==> src/rtl/fetch_pack_pkg.sv <==
// fetch_pack_pkg
// Shared constants for the fetch-to-decode pack queue: default geometry,
// the stored entry width and helper functions that give the bit offset of
// every field inside a stored entry.
//
// Stored entry layout (MSB to LSB):
//   { pc[WAY*PC_W], inst[WAY*INST_W], recv[WAY*PC_W], pred[WAY] }
// Within each field, slot 0 occupies the most significant sub-field.
package fetch_pack_pkg;

    localparam int DEF_WAY    = 4;
    localparam int DEF_PC_W   = 16;
    localparam int DEF_INST_W = 16;
    localparam int DEF_MAX_BR = 2;
    localparam int DEF_DEPTH  = 4;

    localparam int ENTRY_W = DEF_WAY * (2 * DEF_PC_W + DEF_INST_W + 1);

    // Width of one packed group for an arbitrary geometry.
    function automatic int f_entry_w(input int way, input int pc_w, input int inst_w);
        return way * (2 * pc_w + inst_w + 1);
    endfunction

    // Field offsets (LSB position) inside a stored entry.
    function automatic int f_off_pred(input int way);
        return 0;
    endfunction

    function automatic int f_off_recv(input int way);
        return way;
    endfunction

    function automatic int f_off_inst(input int way, input int pc_w);
        return way + way * pc_w;
    endfunction

    function automatic int f_off_pc(input int way, input int pc_w, input int inst_w);
        return way + way * pc_w + way * inst_w;
    endfunction

endpackage

==> src/rtl/fetch_pack_queue_if.sv <==
// fetch_pack_queue_if
// Bundles the fetch-side push handshake, the decode-side pop handshake and
// the packed per-slot data bus of the fetch pack queue.
//   master : fetch/decode environment (drives group inputs and out_ready)
//   slave  : the queue (drives in_ready, out_valid, packed outputs, count)
interface fetch_pack_queue_if
    import fetch_pack_pkg::*;
#(
    parameter int WAY    = DEF_WAY,
    parameter int PC_W   = DEF_PC_W,
    parameter int INST_W = DEF_INST_W,
    parameter int MAX_BR = DEF_MAX_BR,
    parameter int DEPTH  = DEF_DEPTH
);
    localparam int CNT_W = $clog2(DEPTH) + 1;

    logic                     in_valid;
    logic                     in_ready;
    logic [PC_W-1:0]          pc;
    logic [WAY*INST_W-1:0]    inst;
    logic [WAY-1:0]           brnch_mask;
    logic [MAX_BR*PC_W-1:0]   brnch_target;
    logic [MAX_BR-1:0]        pred;
    logic [WAY-1:0]           nop_mask;
    logic                     out_valid;
    logic                     out_ready;
    logic [WAY*PC_W-1:0]      pc_to_dec;
    logic [WAY*INST_W-1:0]    inst_to_dec;
    logic [WAY*PC_W-1:0]      recv_pc_to_dec;
    logic [WAY-1:0]           pred_result_to_dec;
    logic [CNT_W-1:0]         count;

    modport master (
        output in_valid, pc, inst, brnch_mask, brnch_target, pred, nop_mask, out_ready,
        input  in_ready, out_valid, pc_to_dec, inst_to_dec, recv_pc_to_dec,
               pred_result_to_dec, count
    );

    modport slave (
        input  in_valid, pc, inst, brnch_mask, brnch_target, pred, nop_mask, out_ready,
        output in_ready, out_valid, pc_to_dec, inst_to_dec, recv_pc_to_dec,
               pred_result_to_dec, count
    );

endinterface

==> src/rtl/fetch_group_packer.sv <==
// fetch_group_packer
// Purely combinational packing of one fetch group into a queue entry.
//   pc_i, inst_i, brnch_mask_i, brnch_target_i, pred_i, nop_mask_i : fetch group
//   entry_o : {pc, inst, recv, pred} fields, slot 0 in the MSBs of each field
module fetch_group_packer
    import fetch_pack_pkg::*;
#(
    parameter int WAY    = DEF_WAY,
    parameter int PC_W   = DEF_PC_W,
    parameter int INST_W = DEF_INST_W,
    parameter int MAX_BR = DEF_MAX_BR,
    parameter int EW     = f_entry_w(WAY, PC_W, INST_W)
) (
    input  logic [PC_W-1:0]        pc_i,
    input  logic [WAY*INST_W-1:0]  inst_i,
    input  logic [WAY-1:0]         brnch_mask_i,
    input  logic [MAX_BR*PC_W-1:0] brnch_target_i,
    input  logic [MAX_BR-1:0]      pred_i,
    input  logic [WAY-1:0]         nop_mask_i,
    output logic [EW-1:0]          entry_o
);

    logic [WAY*PC_W-1:0]   pc_f_s;
    logic [WAY*INST_W-1:0] inst_f_s;
    logic [WAY*PC_W-1:0]   recv_f_s;
    logic [WAY-1:0]        pred_f_s;

    // Walk slots from slot 0 upward, ranking branch slots in order; only the
    // first MAX_BR branches consume a target/prediction pair.
    always_comb begin
        logic [PC_W-1:0] slot_pc;
        int              rank;
        int              s;
        pc_f_s   = '0;
        inst_f_s = '0;
        recv_f_s = '0;
        pred_f_s = '0;
        slot_pc  = '0;
        rank     = 0;
        s        = 0;
        for (int i = 0; i < WAY; i++) begin
            s       = WAY - 1 - i;
            slot_pc = pc_i + PC_W'(i);
            pc_f_s[s*PC_W +: PC_W] = slot_pc;
            if (nop_mask_i[s]) begin
                inst_f_s[s*INST_W +: INST_W] = {INST_W{1'b0}};
            end else begin
                inst_f_s[s*INST_W +: INST_W] = inst_i[s*INST_W +: INST_W];
            end
            // A NOP'd branch still produces recovery info; only its inst is cleared.
            if (brnch_mask_i[s]) begin
                if (rank < MAX_BR) begin
                    pred_f_s[s] = pred_i[MAX_BR-1-rank];
                    if (pred_i[MAX_BR-1-rank]) begin
                        recv_f_s[s*PC_W +: PC_W] = brnch_target_i[(MAX_BR-1-rank)*PC_W +: PC_W];
                    end else begin
                        recv_f_s[s*PC_W +: PC_W] = slot_pc + PC_W'(1);
                    end
                end else begin
                    pred_f_s[s] = 1'b0;
                    recv_f_s[s*PC_W +: PC_W] = {PC_W{1'b0}};
                end
                rank = rank + 1;
            end else begin
                pred_f_s[s] = 1'b0;
                recv_f_s[s*PC_W +: PC_W] = {PC_W{1'b0}};
            end
        end
    end

    assign entry_o = {pc_f_s, inst_f_s, recv_f_s, pred_f_s};

endmodule

==> src/rtl/fetch_pack_queue.sv <==
// fetch_pack_queue
// DEPTH-entry circular queue of packed fetch groups between fetch and decode.
//   clk   : clock, all state on the rising edge
//   rst   : synchronous active-high reset (highest priority)
//   flush : synchronous clear on redirect (beats push and pop)
//   q     : slave side of fetch_pack_queue_if (push/pop handshakes, packed
//           head entry outputs and occupancy count)
// A pushed group becomes visible one cycle after the push edge; there is no
// input-to-output bypass. Outputs read zero while the queue is empty.
module fetch_pack_queue
    import fetch_pack_pkg::*;
#(
    parameter int WAY    = DEF_WAY,
    parameter int PC_W   = DEF_PC_W,
    parameter int INST_W = DEF_INST_W,
    parameter int MAX_BR = DEF_MAX_BR,
    parameter int DEPTH  = DEF_DEPTH
) (
    input  logic              clk,
    input  logic              rst,
    input  logic              flush,
    fetch_pack_queue_if.slave q
);

    localparam int PTR_W    = $clog2(DEPTH);
    localparam int CNT_W    = PTR_W + 1;
    localparam int EW       = f_entry_w(WAY, PC_W, INST_W);
    localparam int OFF_PRED = f_off_pred(WAY);
    localparam int OFF_RECV = f_off_recv(WAY);
    localparam int OFF_INST = f_off_inst(WAY, PC_W);
    localparam int OFF_PC   = f_off_pc(WAY, PC_W, INST_W);

    logic [EW-1:0]    entry_s;
    logic [EW-1:0]    head_s;
    logic             push_s;
    logic             pop_s;
    logic [EW-1:0]    mem_q [DEPTH];
    logic [PTR_W-1:0] wr_ptr_q, wr_ptr_d;
    logic [PTR_W-1:0] rd_ptr_q, rd_ptr_d;
    logic [CNT_W-1:0] count_q,  count_d;

    fetch_group_packer #(
        .WAY    (WAY),
        .PC_W   (PC_W),
        .INST_W (INST_W),
        .MAX_BR (MAX_BR),
        .EW     (EW)
    ) u_packer (
        .pc_i           (q.pc),
        .inst_i         (q.inst),
        .brnch_mask_i   (q.brnch_mask),
        .brnch_target_i (q.brnch_target),
        .pred_i         (q.pred),
        .nop_mask_i     (q.nop_mask),
        .entry_o        (entry_s)
    );

    // in_ready depends on occupancy only, never on out_ready, so a full
    // queue refuses a push even in a cycle where it also pops.
    assign q.in_ready  = (count_q != CNT_W'(DEPTH));
    assign q.out_valid = (count_q != {CNT_W{1'b0}});
    assign q.count     = count_q;
    assign push_s      = q.in_valid & q.in_ready;
    assign pop_s       = q.out_valid & q.out_ready;

    // Next-state for pointers and occupancy; flush discards this cycle's push/pop.
    always_comb begin
        wr_ptr_d = wr_ptr_q;
        rd_ptr_d = rd_ptr_q;
        count_d  = count_q;
        if (flush) begin
            wr_ptr_d = {PTR_W{1'b0}};
            rd_ptr_d = {PTR_W{1'b0}};
            count_d  = {CNT_W{1'b0}};
        end else begin
            if (push_s) begin
                wr_ptr_d = wr_ptr_q + PTR_W'(1);
            end else begin
                wr_ptr_d = wr_ptr_q;
            end
            if (pop_s) begin
                rd_ptr_d = rd_ptr_q + PTR_W'(1);
            end else begin
                rd_ptr_d = rd_ptr_q;
            end
            case ({push_s, pop_s})
                2'b10:   count_d = count_q + CNT_W'(1);
                2'b01:   count_d = count_q - CNT_W'(1);
                default: count_d = count_q;
            endcase
        end
    end

    // Pointer and occupancy registers with synchronous reset.
    always_ff @(posedge clk) begin
        if (rst) begin
            wr_ptr_q <= {PTR_W{1'b0}};
            rd_ptr_q <= {PTR_W{1'b0}};
            count_q  <= {CNT_W{1'b0}};
        end else begin
            wr_ptr_q <= wr_ptr_d;
            rd_ptr_q <= rd_ptr_d;
            count_q  <= count_d;
        end
    end

    // Entry storage; contents are never cleared since outputs are gated by out_valid.
    always_ff @(posedge clk) begin
        if (!rst && !flush && push_s) begin
            mem_q[wr_ptr_q] <= entry_s;
        end
    end

    // Head entry, forced to zero while empty.
    always_comb begin
        if (q.out_valid) begin
            head_s = mem_q[rd_ptr_q];
        end else begin
            head_s = {EW{1'b0}};
        end
    end

    assign q.pc_to_dec          = head_s[OFF_PC   +: WAY*PC_W];
    assign q.inst_to_dec        = head_s[OFF_INST +: WAY*INST_W];
    assign q.recv_pc_to_dec     = head_s[OFF_RECV +: WAY*PC_W];
    assign q.pred_result_to_dec = head_s[OFF_PRED +: WAY];

endmodule

==> src/flat_wrapper.sv <==
// flat-port wrapper written by rule: the top's interface ports become plain ports
module fetch_pack_queue_flat import fetch_pack_pkg::*;
#(
    parameter int WAY    = DEF_WAY,
    parameter int PC_W   = DEF_PC_W,
    parameter int INST_W = DEF_INST_W,
    parameter int MAX_BR = DEF_MAX_BR,
    parameter int DEPTH  = DEF_DEPTH
)
  (clk, rst, flush, q_in_valid, q_pc, q_inst, q_brnch_mask, q_brnch_target, q_pred, q_nop_mask, q_out_ready, q_in_ready, q_out_valid, q_pc_to_dec, q_inst_to_dec, q_recv_pc_to_dec, q_pred_result_to_dec, q_count);
  fetch_pack_queue_if #(.WAY(WAY), .PC_W(PC_W), .INST_W(INST_W), .MAX_BR(MAX_BR), .DEPTH(DEPTH)) q_i ();
  input  logic clk;
  input  logic rst;
  input  logic flush;
  input wire logic [$bits(q_i.in_valid)-1:0] q_in_valid;
  input wire logic [$bits(q_i.pc)-1:0] q_pc;
  input wire logic [$bits(q_i.inst)-1:0] q_inst;
  input wire logic [$bits(q_i.brnch_mask)-1:0] q_brnch_mask;
  input wire logic [$bits(q_i.brnch_target)-1:0] q_brnch_target;
  input wire logic [$bits(q_i.pred)-1:0] q_pred;
  input wire logic [$bits(q_i.nop_mask)-1:0] q_nop_mask;
  input wire logic [$bits(q_i.out_ready)-1:0] q_out_ready;
  output wire logic [$bits(q_i.in_ready)-1:0] q_in_ready;
  output wire logic [$bits(q_i.out_valid)-1:0] q_out_valid;
  output wire logic [$bits(q_i.pc_to_dec)-1:0] q_pc_to_dec;
  output wire logic [$bits(q_i.inst_to_dec)-1:0] q_inst_to_dec;
  output wire logic [$bits(q_i.recv_pc_to_dec)-1:0] q_recv_pc_to_dec;
  output wire logic [$bits(q_i.pred_result_to_dec)-1:0] q_pred_result_to_dec;
  output wire logic [$bits(q_i.count)-1:0] q_count;
  assign q_i.in_valid = q_in_valid;
  assign q_i.pc = q_pc;
  assign q_i.inst = q_inst;
  assign q_i.brnch_mask = q_brnch_mask;
  assign q_i.brnch_target = q_brnch_target;
  assign q_i.pred = q_pred;
  assign q_i.nop_mask = q_nop_mask;
  assign q_i.out_ready = q_out_ready;
  assign q_in_ready = q_i.in_ready;
  assign q_out_valid = q_i.out_valid;
  assign q_pc_to_dec = q_i.pc_to_dec;
  assign q_inst_to_dec = q_i.inst_to_dec;
  assign q_recv_pc_to_dec = q_i.recv_pc_to_dec;
  assign q_pred_result_to_dec = q_i.pred_result_to_dec;
  assign q_count = q_i.count;
  fetch_pack_queue #(.WAY(WAY), .PC_W(PC_W), .INST_W(INST_W), .MAX_BR(MAX_BR), .DEPTH(DEPTH)) u_core (.clk(clk), .rst(rst), .flush(flush), .q(q_i));
endmodule
==> config.mk <==
export PLATFORM = sky130hd
export DESIGN_NAME = fetch_pack_queue_flat
export DESIGN_NICKNAME = d
export VERILOG_FILES = /design/src/rtl/fetch_pack_pkg.sv /design/src/rtl/fetch_pack_queue_if.sv /design/src/rtl/fetch_group_packer.sv /design/src/rtl/fetch_pack_queue.sv /design/src/flat_wrapper.sv
export SDC_FILE = /design/constraint.sdc
export NUM_CORES = 1
export LEC_CHECK = 0
export ABC_AREA = 1
export ABC_CLOCK_PERIOD_IN_PS = 11900
export CAP_MARGIN = 10
export CORE_UTILIZATION = 52
export CTS_CLUSTER_SIZE = 8
export DETAILED_ROUTE_END_ITERATION = 12
export HOLD_SLACK_MARGIN = 0.06
export PLACE_DENSITY = 0.76
export SYNTH_ARGS = -nofsm -noshare
export SYNTH_HDL_FRONTEND = slang
export SYNTH_SLANG_ARGS = --single-unit
export TNS_END_PERCENT = 50
==> constraint.sdc <==
create_clock -name clk -period 11.9 [get_ports clk]
set_clock_uncertainty 0.05 [all_clocks]
set_input_delay 2.975 -clock clk [delete_from_list [all_inputs] [get_ports clk]]
set_output_delay 2.975 -clock clk [all_outputs]
set_load 0.005 [all_outputs]
== Yosys cells after proc, flatten, opt, wreduce, memory -nomap -nowiden ==
Memories as Yosys holds them, arrays and structs flattened. A register that Yosys moved wholly into a read port is not among the register bits.
Cells that the tools add are included.

* Register bits: 7
* Memory bits (writable): 784
* Bits of input ports: 127
* Memories: 1

{| class="wikitable"
|+ Memory list
! memory !! depth !! width !! rd ports !! clocked after Yosys merged registers in !! wr ports !! line !! RTL
|-
| u_core.mem_q || 4 || 196 || 1 || 1 || 1 || fetch_pack_queue.sv:37 || <nowiki>logic [EW-1:0] mem_q [DEPTH];</nowiki>
|}

* Add/subtract/negate cells: 15
* Magnitude comparators: 6
* Eq/ne operators: 3
* Shifts and indexed selects: 3
* Multiplexer cells: 40
* Bitwise gates (word level): 2
* Reduce and logical (&&, ||, !) cells: 7

{| class="wikitable"
|+ Operators by type and width
! cell !! count
|-
| $mux 16 || 15
|-
| $mux 196 || 1
|-
| $lt 32x3->1 const B || 6
|-
| $shiftx 32x32->16 || 3
|-
| $sub 2x32->32 const A || 3
|-
| $add 16x1->16 const B || 4
|-
| $add 32x2->32 const B || 2
|-
| $mux 32 || 2
|-
| $add 16x2->16 const B || 2
|-
| $mux 1 || 19
|-
| $pmux 3 s2 || 1
|-
| $add 2x1->2 const B || 2
|-
| $mux 2 || 2
|-
| $add 3x1->3 const B || 1
|-
| $ne 3x3->1 const B || 1
|-
| $reduce_bool 3->1 || 1
|-
| $sub 3x1->3 const B || 1
|-
| $and 1x1->1 || 2
|-
| $eq 2x1->1 const B || 1
|-
| $eq 2x2->1 const B || 1
|-
| $logic_and 1x1->1 || 2
|-
| $logic_not 1->1 || 2
|-
| $reduce_bool 2->1 || 1
|-
| $reduce_or 2->1 || 1
|}

== Depth between registers and ports, before layout ==
* Word-level depth: 12
* Gate-level depth with buffers: 16
* Gate-level depth less buffers: 15

== Cells and area by module ==
Synthesis repeated with hierarchy kept, for this count alone.

* Cells, all modules: 3225
* Area total of the unflattened synthesis: 35108.7 um2

{| class="wikitable"
|+ Modules (own cells, without submodules)
! module !! instances !! cells each !! area an instance (um2)
|-
| fetch_pack_queue || 1 || 2383 || 30959.7
|-
| fetch_group_packer || 1 || 842 || 4149.0
|}

== Least setup slack after synthesis ==
Ideal clock, no wire load.

* Kind: input port to flip-flop
* Start point: input port flush
* End point: memory u_core.mem_q[0][0] (netlist name) (enable)
* Arrival time: 11.453 ns
* Setup slack: -0.355 ns
* Cell stages on the path: 3
* Path buffers: 0
* Cells stage by stage: nor2_1 > nand3_1 > nor2_1

* Longest elaborated chain between the ends: 5

{| class="wikitable"
|+ Ends and longest elaborated chain
! element !! line !! RTL
|-
| start, declared || flat_wrapper.sv:14 || <nowiki>input logic flush;</nowiki>
|-
| $logic_not 1->1 || fetch_pack_queue.sv:109 || <nowiki>if (!rst && !flush && push_s) begin</nowiki>
|-
| $logic_and 1x1->1 (2 in a row) || fetch_pack_queue.sv:109 ||
|-
| $mux 1 || fetch_pack_queue.sv:109 ||
|-
| $mux 1 (not written as such) || fetch_pack_queue.sv:110 || <nowiki>mem_q[wr_ptr_q] <= entry_s;</nowiki>
|-
| end, declared || fetch_pack_queue.sv:37 ||
|}

No other way between the ends.

== Final worst setup path ==
* Start point: input port q_brnch_mask[3]
* End point: memory u_core.mem_q[1][16] (netlist name) (data pin)

* Longest elaborated chain between the ends: 12
* Elaborated cells between the ends (all ways): 14
* Classes of those cells: add/sub: 3; order compare: 1; shift: 1; mux: 9

{| class="wikitable"
|+ Ends and longest elaborated chain
! element !! line !! RTL
|-
| start, declared || flat_wrapper.sv:18 || <nowiki>input wire logic [$bits(q_i.brnch_mask)-1:0] q_brnch_mask;</nowiki>
|-
| $mux 1 * || fetch_group_packer.sv:51 || <nowiki>if (brnch_mask_i[s]) begin</nowiki>
|-
| $add 32x2->32 || fetch_group_packer.sv:63 || <nowiki>rank = rank + 1;</nowiki>
|-
| $mux 32 * || fetch_group_packer.sv:51 ||
|-
| $add 32x2->32 || fetch_group_packer.sv:63 ||
|-
| $mux 32 * || fetch_group_packer.sv:51 ||
|-
| parallel branches: the longest is 5 deep, another holds $sub 2x32->32 || n/a ||
|-
| $mux 16 * || fetch_group_packer.sv:52 || <nowiki>if (rank < MAX_BR) begin</nowiki>
|-
| $mux 16 * || fetch_group_packer.sv:51 ||
|-
| net u_core.entry_s[16] || fetch_pack_queue.sv:33 || <nowiki>logic [EW-1:0] entry_s;</nowiki>
|}

Mark *: on every way through the listed nets, which the timed path passes. The select of a mux whose other input is x is not followed.

==> impl_metrics.py <==
metrics = {
    "die": {
        "pin_count": 328,
        "die_x_um": 258,
        "core_mm2": 0.0646,
        "dieArea_mm2": 0.0665,
        "initial_utilization_pct": 52.7,
        "num_rows": 93,
        "die_y_um": 258,
    },
    "drt": {
        "ant_nets": 0,
        "vias": 24476,
        "dr.pass1.iters": 5,
        "routedWlPerCell_um": 20.9,
        "drt-total-wl_mm": 90.4,
        "drt-vias-per-instance": 5.67,
        "drt_iter0_markers": 2588,
        "post-route-drc-count": 0,
    },
    "layout": {
        "fin_cells": 4318,
        "nets": 3574,
        "drive_above_1_share_pct": 5.78,
        "syn_to_final_growth_pct": 19.9,
        "num_antenna_cells": 0,
    },
    "critical_path": {
        "r2r-end": "u_core.mem_q[3][34]$_DFFE_PP_",
        "cp.required_ns": 12.23,
        "crit_path_start_kind": "primary input",
        "worstSetupPathType": "primary input to flop",
        "crit_arrival_ns": 7.44,
        "cp-startpoint": "q_brnch_mask[3]",
        "cp-end-kind": "flop",
        "cp_max_fo": 29,
        "r2r_start": "u_core.q.count[0]$_SDFFE_PP0P_",
        "r2r_cells": 6,
        "ff2ff_setup_slack_ns": 8.48,
    },
    "hold_path": {
        "hold_start": "u_core.rd_ptr_q[1]$_SDFFE_PP0P_",
        "whs_path_depth": 2,
        "worstHoldPathType": "flop to flop",
    },
    "power": {
        "p_leak_nw": 14.5,
        "vdd_ir_drop_max_v": 0.000124,
        "p_per_area_mw_per_mm2": 155,
    },
    "clocking": {
        "cts_setup_buffers": 0,
        "cts-root-buf": "clkbuf_16",
        "cts_tree": "built",
        "cts.sinks": 785,
        "holdBufCountCts": 0,
        "numCtsBuffers": 108,
        "htree_levels": 3,
        "clk_pin_slew_worst_paths_ns": 0.05,
        "worstSkewPairLatency_ns": 0.65,
        "cts_resized": 0,
        "clk_path_buf_depth": 3,
    },
    "timing": {
        "finalHoldViolCount": 0,
        "finalWorstSetupSlack_ns": 4.79,
        "rsz0062_at_grt": "false",
        "layout_min_cycle_time_ns": 7.11,
        "maxSlewViolCount": 0,
        "clock.fmax_ghz": 0.141,
        "tightest_slew_ns": 1.19,
        "slew_headroom_pct": 20.5,
        "finalSetupViolations": 0,
        "fin_crit_sh_pct": 59.8,
    },
    "synthesis": {
        "synth_top_area_share_pct": 68.4,
        "synth_edf_count": 776,
        "yosysWarnings": 0,
        "synth.top_cells.by_area": "edfxtp_1 68%, nor2_1 9.9%, o21ai_0 6.8%",
        "ys_seq_elements": 785,
        "netlist_area_mm2": 0.0341,
        "avgSynthCellArea_um2": 10.8,
        "post-synth-top-area-cell": "edfxtp_1",
        "yosys_most_used_dff": "edfxtp_1",
        "yosysSeqAreaShare_pct": 69.0,
        "ys_types": 42,
        "async_reset_ff_share_pct": 0,
        "netlist_instances": 3161,
        "synth_nets": 3303,
    },
    "placed_design": {
        "dpl.hpwl_mm": 53.0,
        "placed_cells": 4177,
        "gp_congestion": 1.01,
        "port_buffers": 327,
        "post-place-ws_ns": 4.30,
    },
    "grt": {
        "grt_max_degree": 245,
        "overflow": 0,
        "grt_pass1_vias": 22761,
        "grt_pass1_wl_mm": 135,
        "grt_antenna_before_repair": 2,
        "grt_use_total_pct": 26.7,
    },
    "job": {
        "drv_cap": 0,
    },
    "outcome": {
        "status": "finished, final reports clean",
    },
}
## worst max-delay path by stage
stage | cells past startpoint | end | slack, ns
3_5_place_dp | 11 | u_core.mem_q[3][16]$_DFFE_PP_ | 4.30
6_report | 11 | u_core.mem_q[1][16]$_DFFE_PP_ | 4.79
2_1_floorplan | 3 | u_core.mem_q[0][0]$_DFFE_PP_ | -0.35
5_1_grt | 11 | u_core.mem_q[1][16]$_DFFE_PP_ | 4.45
4_1_cts | 5 | q_recv_pc_to_dec[31] | 4.67
3_3_place_gp | 11 | u_core.mem_q[1][16]$_DFFE_PP_ | 4.52
## registers in the layout, indices dropped and copies added, names as in the netlist, named ones only
name / count
u_core.mem_q: 776
u_core.q.count: 3
u_core.rd_ptr_q: 2
u_core.wr_ptr_q: 2
## cells in the final DEF, fill, tap and decap left out, types with 3 or more instances in the layout
cell type	synthesis	routed
nor2_1	900	896
edfxtp_1	776	776
o21ai_0	461	461
clkdlybuf4s50_1	0	327
a21oi_1	221	221
nand2_1	218	218
inv_1	172	172
clkbuf_16	0	108
nand3_1	50	50
o22ai_1	27	27
clkbuf_1	143	24
nor2_2	16	16
xor2_1	16	16
nand4_1	15	15
nand2_2	13	13
ha_1	13	13
nor2_4	8	12
inv_2	12	11
buf_4	3	10
o21ai_1	9	9
buf_12	0	7
dfxtp_1	9	7
mux2i_1	5	5
a32oi_1	4	4
a22oi_1	4	4
nand3_2	3	3
inv_6	0	3
o211ai_1	3	3
clkinv_8	0	3
## critical path, stage by stage
cell,delay (ns)
clkdlybuf4s50_1,0.87
inv_1,0.50
fa_1,1.29
nand2_1,0.10
o21ai_0,0.25
inv_1,0.18
nor2_1,0.35
inv_1,0.10
nor2_1,0.13
inv_1,0.16
o21ai_0,0.52
## power by group
part | leakage, nW | internal, mW | switching, mW
clock network | 1.41 | 1.62 | 1.06
logic | 5.83 | 0.202 | 0.352
registers | 7.24 | 3.09 | 0.00954
total | 14.5 | 4.91 | 1.43
## final cells by class
cell class | instances | area (µm²)
Tap cell | 855 | 1070
Clock inverter | 9 | 115
Inverter | 186 | 713
Fill cell | 4880 | 23700
Sequential cell | 785 | 23500
Timing Repair Buffer | 344 | 3490
Multi-Input combinational cell | 2007 | 9180
Clock buffer | 132 | 2790
## per-layer routing
| metal | wire [µm] | global-route usage [%] | up-vias |
|---|---|---|---|
| met5 | 23 | 0 | - |
| met3 | 8470 | 5.84 | 173 |
| met2 | 42700 | 42.2 | 1192 |
| met1 | 36100 | 36.6 | 11703 |
| met4 | 3100 | 9.63 | 4 |
| li1 | - | - | 11404 |
## synth_stat cells, types with 3 or more instances
library cell  instances
edfxtp_1            776
buf_2                 6
nor2_4                8
dfxtp_1               9
a21oi_1             221
nand2_2              13
nor2_1              900
xor2_1               16
clkbuf_1            143
o211ai_1              3
o21ai_0             461
nor3_1                3
mux2i_1               5
inv_1               172
nand2_1             218
ha_1                 13
o22ai_1              27
a22oi_1               4
buf_1                28
buf_6                 3
inv_2                12
a32oi_1               4
nor2_2               16
nand4_1              15
o21ai_1               9
nand3_1              50
buf_4                 3
nand3_2               3
## metrics by stage
step	hold WS, ns	setup TNS [ns]	total power [mW]	utilization, %	area, µm²
floorplan	0.386	-275.38	3.42	-	34100
global placement	0.395	0	3.69	58.7	37900
detailed placement	0.396	0	3.70	58.7	37900
CTS	0.398	0	6.36	63.2	40800
global route	0.414	0	6.53	63.2	40800
finish	0.397	0	6.34	63.2	40800
## cells by family after synthesis
kind of cell | count (synthesis) | share of synthesized area (%)
flops | 785 | 69.0
compound gates | 737 | 11.1
fa+ha+maj | 15 | 0.595
mux | 5 | 0.147
xor+xnor | 19 | 0.544
simple gates | 1231 | 14.5
buf+inv | 369 | 4.20
(Power assumes the default switching activity.)
